File: config.mk
export PLATFORM = sky130hd
export DESIGN_NAME = user_event_gen_flat
export DESIGN_NICKNAME = d
export VERILOG_FILES = /design/src/rtl/user_event_gen_pkg.sv /design/src/rtl/user_event_gen_if.sv /design/src/rtl/user_event_fifo.sv /design/src/rtl/user_event_gen.sv /design/src/flat_wrapper.sv
export SDC_FILE = /design/constraint.sdc
export NUM_CORES = 1
export LEC_CHECK = 0
export CAP_MARGIN = 10
export CELL_PAD_IN_SITES_DETAIL_PLACEMENT = 1
export CELL_PAD_IN_SITES_GLOBAL_PLACEMENT = 1
export CORE_UTILIZATION = 47
export DETAILED_ROUTE_END_ITERATION = 10
export GPL_TIMING_DRIVEN = 0
export PLACE_DENSITY_LB_ADDON = 0.1
export SLEW_MARGIN = 10
export SYNTH_ARGS = -nofsm -noshare
export SYNTH_HDL_FRONTEND = slang
export SYNTH_SLANG_ARGS = --single-unit
File: constraint.sdc
create_clock -name clk_i -period 2.6 [get_ports clk_i]
set_input_delay 0.78 -clock clk_i [delete_from_list [all_inputs] [get_ports clk_i]]
set_output_delay 0.78 -clock clk_i [all_outputs]
set_load 0.005 [all_outputs]
File: src/rtl/user_event_gen_pkg.sv
// Shared definitions for the keyboard-to-game event generator: event codes,
// PS/2 scan-code constants, parser states and the extended-key decoder.
package user_event_gen_pkg;

    typedef enum logic [2:0] {
        EV_NONE     = 3'd0,
        EV_NEW_GAME = 3'd1,
        EV_LEFT     = 3'd2,
        EV_RIGHT    = 3'd3,
        EV_DOWN     = 3'd4,
        EV_ROTATE   = 3'd5
    } user_event_t;

    localparam logic [7:0] SC_EXT   = 8'hE0;
    localparam logic [7:0] SC_BREAK = 8'hF0;
    localparam logic [7:0] SC_LEFT  = 8'h6B;
    localparam logic [7:0] SC_RIGHT = 8'h74;
    localparam logic [7:0] SC_DOWN  = 8'h72;
    localparam logic [7:0] SC_UP    = 8'h75;
    localparam logic [7:0] SC_ENTER = 8'h5A;

    typedef enum logic [1:0] {
        IDLE_S,
        EXT_S,
        BREAK_S,
        EXT_BREAK_S
    } parse_state_t;

    // Arrow keys arrive as E0-prefixed codes; up-arrow maps to rotate.
    function automatic user_event_t decode_ext(input logic [7:0] sc);
        user_event_t ev;
        ev = EV_NONE;
        case (sc)
            SC_LEFT:  ev = EV_LEFT;
            SC_RIGHT: ev = EV_RIGHT;
            SC_DOWN:  ev = EV_DOWN;
            SC_UP:    ev = EV_ROTATE;
            default:  ev = EV_NONE;
        endcase
        return ev;
    endfunction

endpackage

File: src/rtl/user_event_gen_if.sv
// Scan-code input and event-queue consumer port of user_event_gen.
// slave = the generator, master = keyboard receiver / game consumer side.
interface user_event_gen_if;
    import user_event_gen_pkg::*;

    logic [7:0]  scan_code_i;
    logic        scan_code_valid_i;
    user_event_t user_event_o;
    logic        user_event_ready_o;
    logic        user_event_rd_req_i;
    logic        overflow_o;

    modport master (
        output scan_code_i, scan_code_valid_i, user_event_rd_req_i,
        input  user_event_o, user_event_ready_o, overflow_o
    );

    modport slave (
        input  scan_code_i, scan_code_valid_i, user_event_rd_req_i,
        output user_event_o, user_event_ready_o, overflow_o
    );
endinterface

File: src/rtl/user_event_fifo.sv
// Show-ahead event queue. Pointers carry one extra wrap bit so full and
// empty are distinguished without a separate counter.
module user_event_fifo
    import user_event_gen_pkg::*;
#(
    parameter int FIFO_DEPTH = 4
) (
    input  logic        clk_i,
    input  logic        rst_i,
    input  logic        wr_req,
    input  user_event_t wr_data,
    input  logic        rd_req,
    output user_event_t rd_data,
    output logic        empty,
    output logic        full
);
    localparam int AW = $clog2(FIFO_DEPTH);

    logic [AW:0] wr_ptr_q, rd_ptr_q;
    user_event_t mem_q [FIFO_DEPTH];
    logic        do_rd, do_wr;

    assign empty = (wr_ptr_q == rd_ptr_q);
    assign full  = (wr_ptr_q[AW] != rd_ptr_q[AW]) &&
                   (wr_ptr_q[AW-1:0] == rd_ptr_q[AW-1:0]);
    assign do_rd = rd_req && !empty;
    // A pop frees the slot on a full queue, so the push can proceed.
    assign do_wr = wr_req && (!full || do_rd);
    assign rd_data = empty ? EV_NONE : mem_q[rd_ptr_q[AW-1:0]];

    // Pointer advance on accepted push/pop.
    always_ff @(posedge clk_i or negedge rst_i) begin
        if (!rst_i) begin
            wr_ptr_q <= '0;
            rd_ptr_q <= '0;
        end else begin
            if (do_wr) wr_ptr_q <= wr_ptr_q + 1'b1;
            if (do_rd) rd_ptr_q <= rd_ptr_q + 1'b1;
        end
    end

    // Storage write; contents are masked by empty, so no reset needed.
    always_ff @(posedge clk_i) begin
        if (do_wr) mem_q[wr_ptr_q[AW-1:0]] <= wr_data;
    end
endmodule

File: src/rtl/user_event_gen.sv
// PS/2 scan-code parser feeding an event queue.
// Optional held-down-arrow auto repeat: define USER_EVENT_GEN_REPEAT_EN.
module user_event_gen
    import user_event_gen_pkg::*;
#(
    parameter int          FIFO_DEPTH   = 4,
    parameter logic [23:0] REPEAT_TICKS = 24'd5_000_000
) (
    input logic              clk_i,
    input logic              rst_i,
    user_event_gen_if.slave  bus
);
    parse_state_t state_q, state_d;
    user_event_t  dec_ev;
    user_event_t  push_ev_d, push_ev_q;
    user_event_t  head;
    logic         wr_req, empty, full, do_pop;
    logic         ovf_d, ovf_q;

    // Parser next state and decoded event for the current byte.
    always_comb begin
        state_d = state_q;
        dec_ev  = EV_NONE;
        if (bus.scan_code_valid_i) begin
            unique case (state_q)
                IDLE_S: begin
                    if (bus.scan_code_i == SC_EXT)        state_d = EXT_S;
                    else if (bus.scan_code_i == SC_BREAK) state_d = BREAK_S;
                    else if (bus.scan_code_i == SC_ENTER) dec_ev  = EV_NEW_GAME;
                end
                EXT_S: begin
                    if (bus.scan_code_i == SC_BREAK) state_d = EXT_BREAK_S;
                    else begin
                        state_d = IDLE_S;
                        dec_ev  = decode_ext(bus.scan_code_i);
                    end
                end
                BREAK_S:     state_d = IDLE_S;
                EXT_BREAK_S: state_d = IDLE_S;
            endcase
        end
    end

    // Parser state register.
    always_ff @(posedge clk_i or negedge rst_i) begin
        if (!rst_i) state_q <= IDLE_S;
        else        state_q <= state_d;
    end

`ifdef USER_EVENT_GEN_REPEAT_EN
    localparam logic [23:0] RptLast = REPEAT_TICKS - 24'd1;

    logic        down_held_q;
    logic [23:0] rpt_cnt_q;
    logic        mk_down, br_down, rpt_fire;

    assign mk_down  = bus.scan_code_valid_i && (state_q == EXT_S) &&
                      (bus.scan_code_i == SC_DOWN);
    assign br_down  = bus.scan_code_valid_i && (state_q == EXT_BREAK_S) &&
                      (bus.scan_code_i == SC_DOWN);
    assign rpt_fire = down_held_q && !mk_down && !br_down && (rpt_cnt_q == RptLast);
    // Decoded events win over a coincident repeat; the repeat is lost.
    assign push_ev_d = (dec_ev != EV_NONE) ? dec_ev :
                       rpt_fire            ? EV_DOWN : EV_NONE;

    // Held-down tracking and repeat period counter.
    always_ff @(posedge clk_i or negedge rst_i) begin
        if (!rst_i) begin
            down_held_q <= 1'b0;
            rpt_cnt_q   <= '0;
        end else if (mk_down) begin
            down_held_q <= 1'b1;
            rpt_cnt_q   <= '0;
        end else if (br_down) begin
            down_held_q <= 1'b0;
            rpt_cnt_q   <= '0;
        end else if (rpt_fire) begin
            rpt_cnt_q   <= '0;
        end else if (down_held_q) begin
            rpt_cnt_q   <= rpt_cnt_q + 24'd1;
        end
    end
`else
    assign push_ev_d = dec_ev;
`endif

    // One-cycle decode stage in front of the queue.
    always_ff @(posedge clk_i or negedge rst_i) begin
        if (!rst_i) push_ev_q <= EV_NONE;
        else        push_ev_q <= push_ev_d;
    end

    assign wr_req = (push_ev_q != EV_NONE);
    assign do_pop = bus.user_event_rd_req_i && !empty;

    // Drop on full without pop sets the flag; an accepted new-game clears it.
    always_comb begin
        ovf_d = ovf_q;
        if (wr_req && full && !do_pop)           ovf_d = 1'b1;
        else if (wr_req && push_ev_q == EV_NEW_GAME) ovf_d = 1'b0;
    end

    // Sticky overflow register.
    always_ff @(posedge clk_i or negedge rst_i) begin
        if (!rst_i) ovf_q <= 1'b0;
        else        ovf_q <= ovf_d;
    end

    user_event_fifo #(.FIFO_DEPTH(FIFO_DEPTH)) u_fifo (
        .clk_i   (clk_i),
        .rst_i   (rst_i),
        .wr_req  (wr_req),
        .wr_data (push_ev_q),
        .rd_req  (bus.user_event_rd_req_i),
        .rd_data (head),
        .empty   (empty),
        .full    (full)
    );

    assign bus.user_event_o       = head;
    assign bus.user_event_ready_o = !empty;
    assign bus.overflow_o         = ovf_q;
endmodule
File: src/flat_wrapper.sv
// flat-port wrapper written by rule: the top's interface ports become plain ports
module user_event_gen_flat import user_event_gen_pkg::*;
#(
    parameter int          FIFO_DEPTH   = 4,
    parameter logic [23:0] REPEAT_TICKS = 24'd5_000_000
)
  (clk_i, rst_i, bus_scan_code_i, bus_scan_code_valid_i, bus_user_event_rd_req_i, bus_user_event_o, bus_user_event_ready_o, bus_overflow_o);
  user_event_gen_if bus_i ();
  input logic clk_i;
  input logic rst_i;
  input wire logic [$bits(bus_i.scan_code_i)-1:0] bus_scan_code_i;
  input wire logic [$bits(bus_i.scan_code_valid_i)-1:0] bus_scan_code_valid_i;
  input wire logic [$bits(bus_i.user_event_rd_req_i)-1:0] bus_user_event_rd_req_i;
  output wire logic [$bits(bus_i.user_event_o)-1:0] bus_user_event_o;
  output wire logic [$bits(bus_i.user_event_ready_o)-1:0] bus_user_event_ready_o;
  output wire logic [$bits(bus_i.overflow_o)-1:0] bus_overflow_o;
  assign bus_i.scan_code_i = bus_scan_code_i;
  assign bus_i.scan_code_valid_i = bus_scan_code_valid_i;
  assign bus_i.user_event_rd_req_i = bus_user_event_rd_req_i;
  assign bus_user_event_o = bus_i.user_event_o;
  assign bus_user_event_ready_o = bus_i.user_event_ready_o;
  assign bus_overflow_o = bus_i.overflow_o;
  user_event_gen #(.FIFO_DEPTH(FIFO_DEPTH), .REPEAT_TICKS(REPEAT_TICKS)) u_core (.clk_i(clk_i), .rst_i(rst_i), .bus(bus_i));
endmodule
==> flow_summary.ini <==
[synthesis]
syn_area_per_cell_um2 = 13.2
ys_top_cells_by_area = edfxtp_1 27%, dfrtp_1 23%, mux4_2 5.2%, ha_1 4.8%, xnor2_1 4.0%
synth.top_cell.area_share = 0.275
synth-seq-area-share = 0.504
ys_top_cells_by_count = 12 x dfrtp_1, 12 x edfxtp_1, 7 x nand2b_1
synth_nets = 116
synthCells = 99
synth_seq_cells = 24
netlist_area_um2 = 1310
yosys_warnings = 0
ys_types = 37
synth-edff-count = 12
async_flop_share = 0.500
yosys.area.top_type = edfxtp_1
synth_ff_type = edfxtp_1

[critical_path]
crit_slowest_cell = dfrtp_1
cp.required_ns = 1.82
worstSetupPathType = reg2out
r2r-end = u_core.u_fifo.mem_q[3][1]
r2r-start = u_core.u_fifo.rd_ptr_q[1]
end_kind = output pin
r2r_setup_slack_ns = 0.78
cp.arrival_ns = 1.77
cp_slowest_stage_delay_ns = 0.55
cp_cell_sequence = xor2_4 > nor3_4 > inv_1 > clkdlybuf4s50_1
worst-path-max-fanout = 5
worstRegToRegCells = 5
startpoint_type = flop

[sta]
fin_crit_ns = 2.55
rsz0062_at_grt = yes
holdWs_ns = 0.569
setup_viol = 0
relSlewSlack = 0.565
fin_ws_ns = 0.0481
period_share = 0.981
max_freq_mhz = 392
drv_slew = 0
hold_violations = 0
skew_ns = 0.00811
tightest_slew_ns = 0.648
timing.setup.tns_ns = 0

[hold_path]
min_to = u_core.state_q[1]
hp-start = u_core.state_q[1]
min_path_cells = 2
hold_class = reg2reg

[flow_run]
cap_viol_max_count = 0

[final_layout]
fin_cells = 156
fin_area_um2 = 1680
area_growth_pct = 27.9
final_nets = 144
fin_util = 0.653
antenna_cells = 0
final_layout_size_suffix_gt1_frac = 0.262
fill_cells = 257

[routing]
via_per_inst = 5.67
met2_length_um = 1530
first_pass_iters = 4
drc = 0
wl_met1_um = 1080
vias = 884
wl_met3_um = 85
routed_wl_um = 2770
top_layer = met4
wl_per_cell_um = 17.7
drt_iter0_drc = 3
ant_nets = 0

[clock_network]
cts_num_sinks = 24
hold_buffers = 0
htreeDepth = 1
cts_root_buf = clkbuf_4
clk-insertion-delay-late_ns = 0.32
cts_max_path_buffers = 2
cts_buffers = 3
cts_tree = yes
clk_pin_slew_ns = 0.13

[global_route]
overflow = 0
grt_max_degree = 15
grt_pass1_vias = 901
grt_usage = 0.219
grt_pass1_wl_um = 4230
antenna_found_initial = 0

[power]
p_int_uw = 877
power_mw = 1.28
peakVddDrop_mv = 0.609
p_leak_nw = 0.628
p_per_area_nw_per_um2 = 761
p_clk_frac = 0.212
combPwrFrac = 0.424
p_sw_frac = 0.313
power_frac_seq = 0.364
p_switching_uw = 399

[placement]
dpl_cell_area_um2 = 1510
hpwl_um = 1930
routabilityCongestion = 0.742
portBuffers = 16
dp_slack_ns = 0.0331
numPlacedInstances = 145

[status]
status = finished clean

[floorplanning]
start_util = 0.511
coreArea_um2 = 2570
die_h_um = 54.8
die_area_um2 = 3010
die-width_um = 54.8
std_cell_rows = 18
io_pins = 17
-- worst max-delay path, delay by kind of cell (launching register included) --
kind | cells | cell delay [ns]
flip-flops | 1 | 0.55
XOR/XNOR | 1 | 0.28
AND/OR/NAND/NOR | 1 | 0.08
buffers and inverters | 2 | 0.54
-- per-layer routing --
layer	up-vias	GRT usage
met2	22	0.376
met1	430	0.227
li1	426	-
met3	6	0.0417
met5	-	0
met4	0	0.184
-- sequential cells by signal, indices dropped and copies added, names as in the netlist --
name and count:
u_core.state_q 2, u_core.u_fifo.wr_ptr_q 3, u_core.push_ev_q 3, u_core.u_fifo.mem_q 12, u_core.bus.overflow_o 1, u_core.u_fifo.rd_ptr_q 3
-- cell families after synthesis --
family / Yosys count / share of synthesized area
AND/OR/NAND/NOR: 35 / 0.181
multiplexers: 5 / 0.0716
buffers and inverters: 8 / 0.0315
adder cells (fa/ha/maj): 5 / 0.0477
flip-flops: 24 / 0.504
XOR/XNOR: 9 / 0.0658
AO/OA/AOI/OAI: 13 / 0.0983
-- area by class of cell --
class	instances	area (um^2)	area share
Tap cell	30	37.5	0.0224
Sequential cell	24	663	0.396
Buffer	2	22.5	0.0134
Clock inverter	1	30.0	0.0179
Timing Repair Buffer	23	209	0.125
Inverter	6	22.5	0.0134
Clock buffer	3	22.5	0.0134
Multi-Input combinational cell	67	669	0.399
-- repair_timing --
item / in CTS / in global routing
resized for setup: 15 / 4
setup buffers: 4 / 3
endpoints found under the setup margin: 4 / 4
pin swaps: 1 / 0
-- layout by cell type, fill, tap and decap left out, types with 2 or more instances in the layout --
cell and instances:
o21ai_0 2, buf_4 5, and3b_1 2, xnor2_1 6, nand2_1 2, dfrtp_2 2
and2_2 3, nand4b_1 2, clkdlybuf4s50_1 13, buf_6 4, nor2b_1 3, nor3_1 4
edfxtp_1 12, inv_1 6, clkbuf_2 2, clkbuf_4 3, nor4_1 3, nor3b_1 3
nand2b_1 7, o311ai_1 2, mux4_2 3, dfrtp_1 10, xor2_4 3, ha_1 5
-- worst max path at each step --
stage	endpoint	slack (ns)	depth (start not counted)	from
global route	bus_user_event_ready_o	-0.03	5	u_core.u_fifo.rd_ptr_q[0]
global placement	bus_user_event_o[2]	0.09	5	u_core.u_fifo.rd_ptr_q[1]
finish	bus_user_event_ready_o	0.05	4	u_core.u_fifo.wr_ptr_q[2]
CTS	bus_user_event_o[1]	-0.005	5	u_core.u_fifo.rd_ptr_q[0]
detailed placement	bus_user_event_o[1]	0.03	5	u_core.u_fifo.rd_ptr_q[1]
floorplan	bus_user_event_o[0]	0.66	4	u_core.u_fifo.rd_ptr_q[1]
-- power by group through the flow --
stage | Sequential [mW] | Clock (mW) | Combinational [mW]
2_1_floorplan | 0.456 | 0 | 0.274
3_3_place_gp | 0.460 | 0 | 0.383
3_5_place_dp | 0.464 | 0 | 0.395
4_1_cts | 0.464 | 0.281 | 0.501
5_1_grt | 0.470 | 0.289 | 0.583
6_report | 0.465 | 0.271 | 0.541
Note: power is estimated with default switching activity, not from simulation.
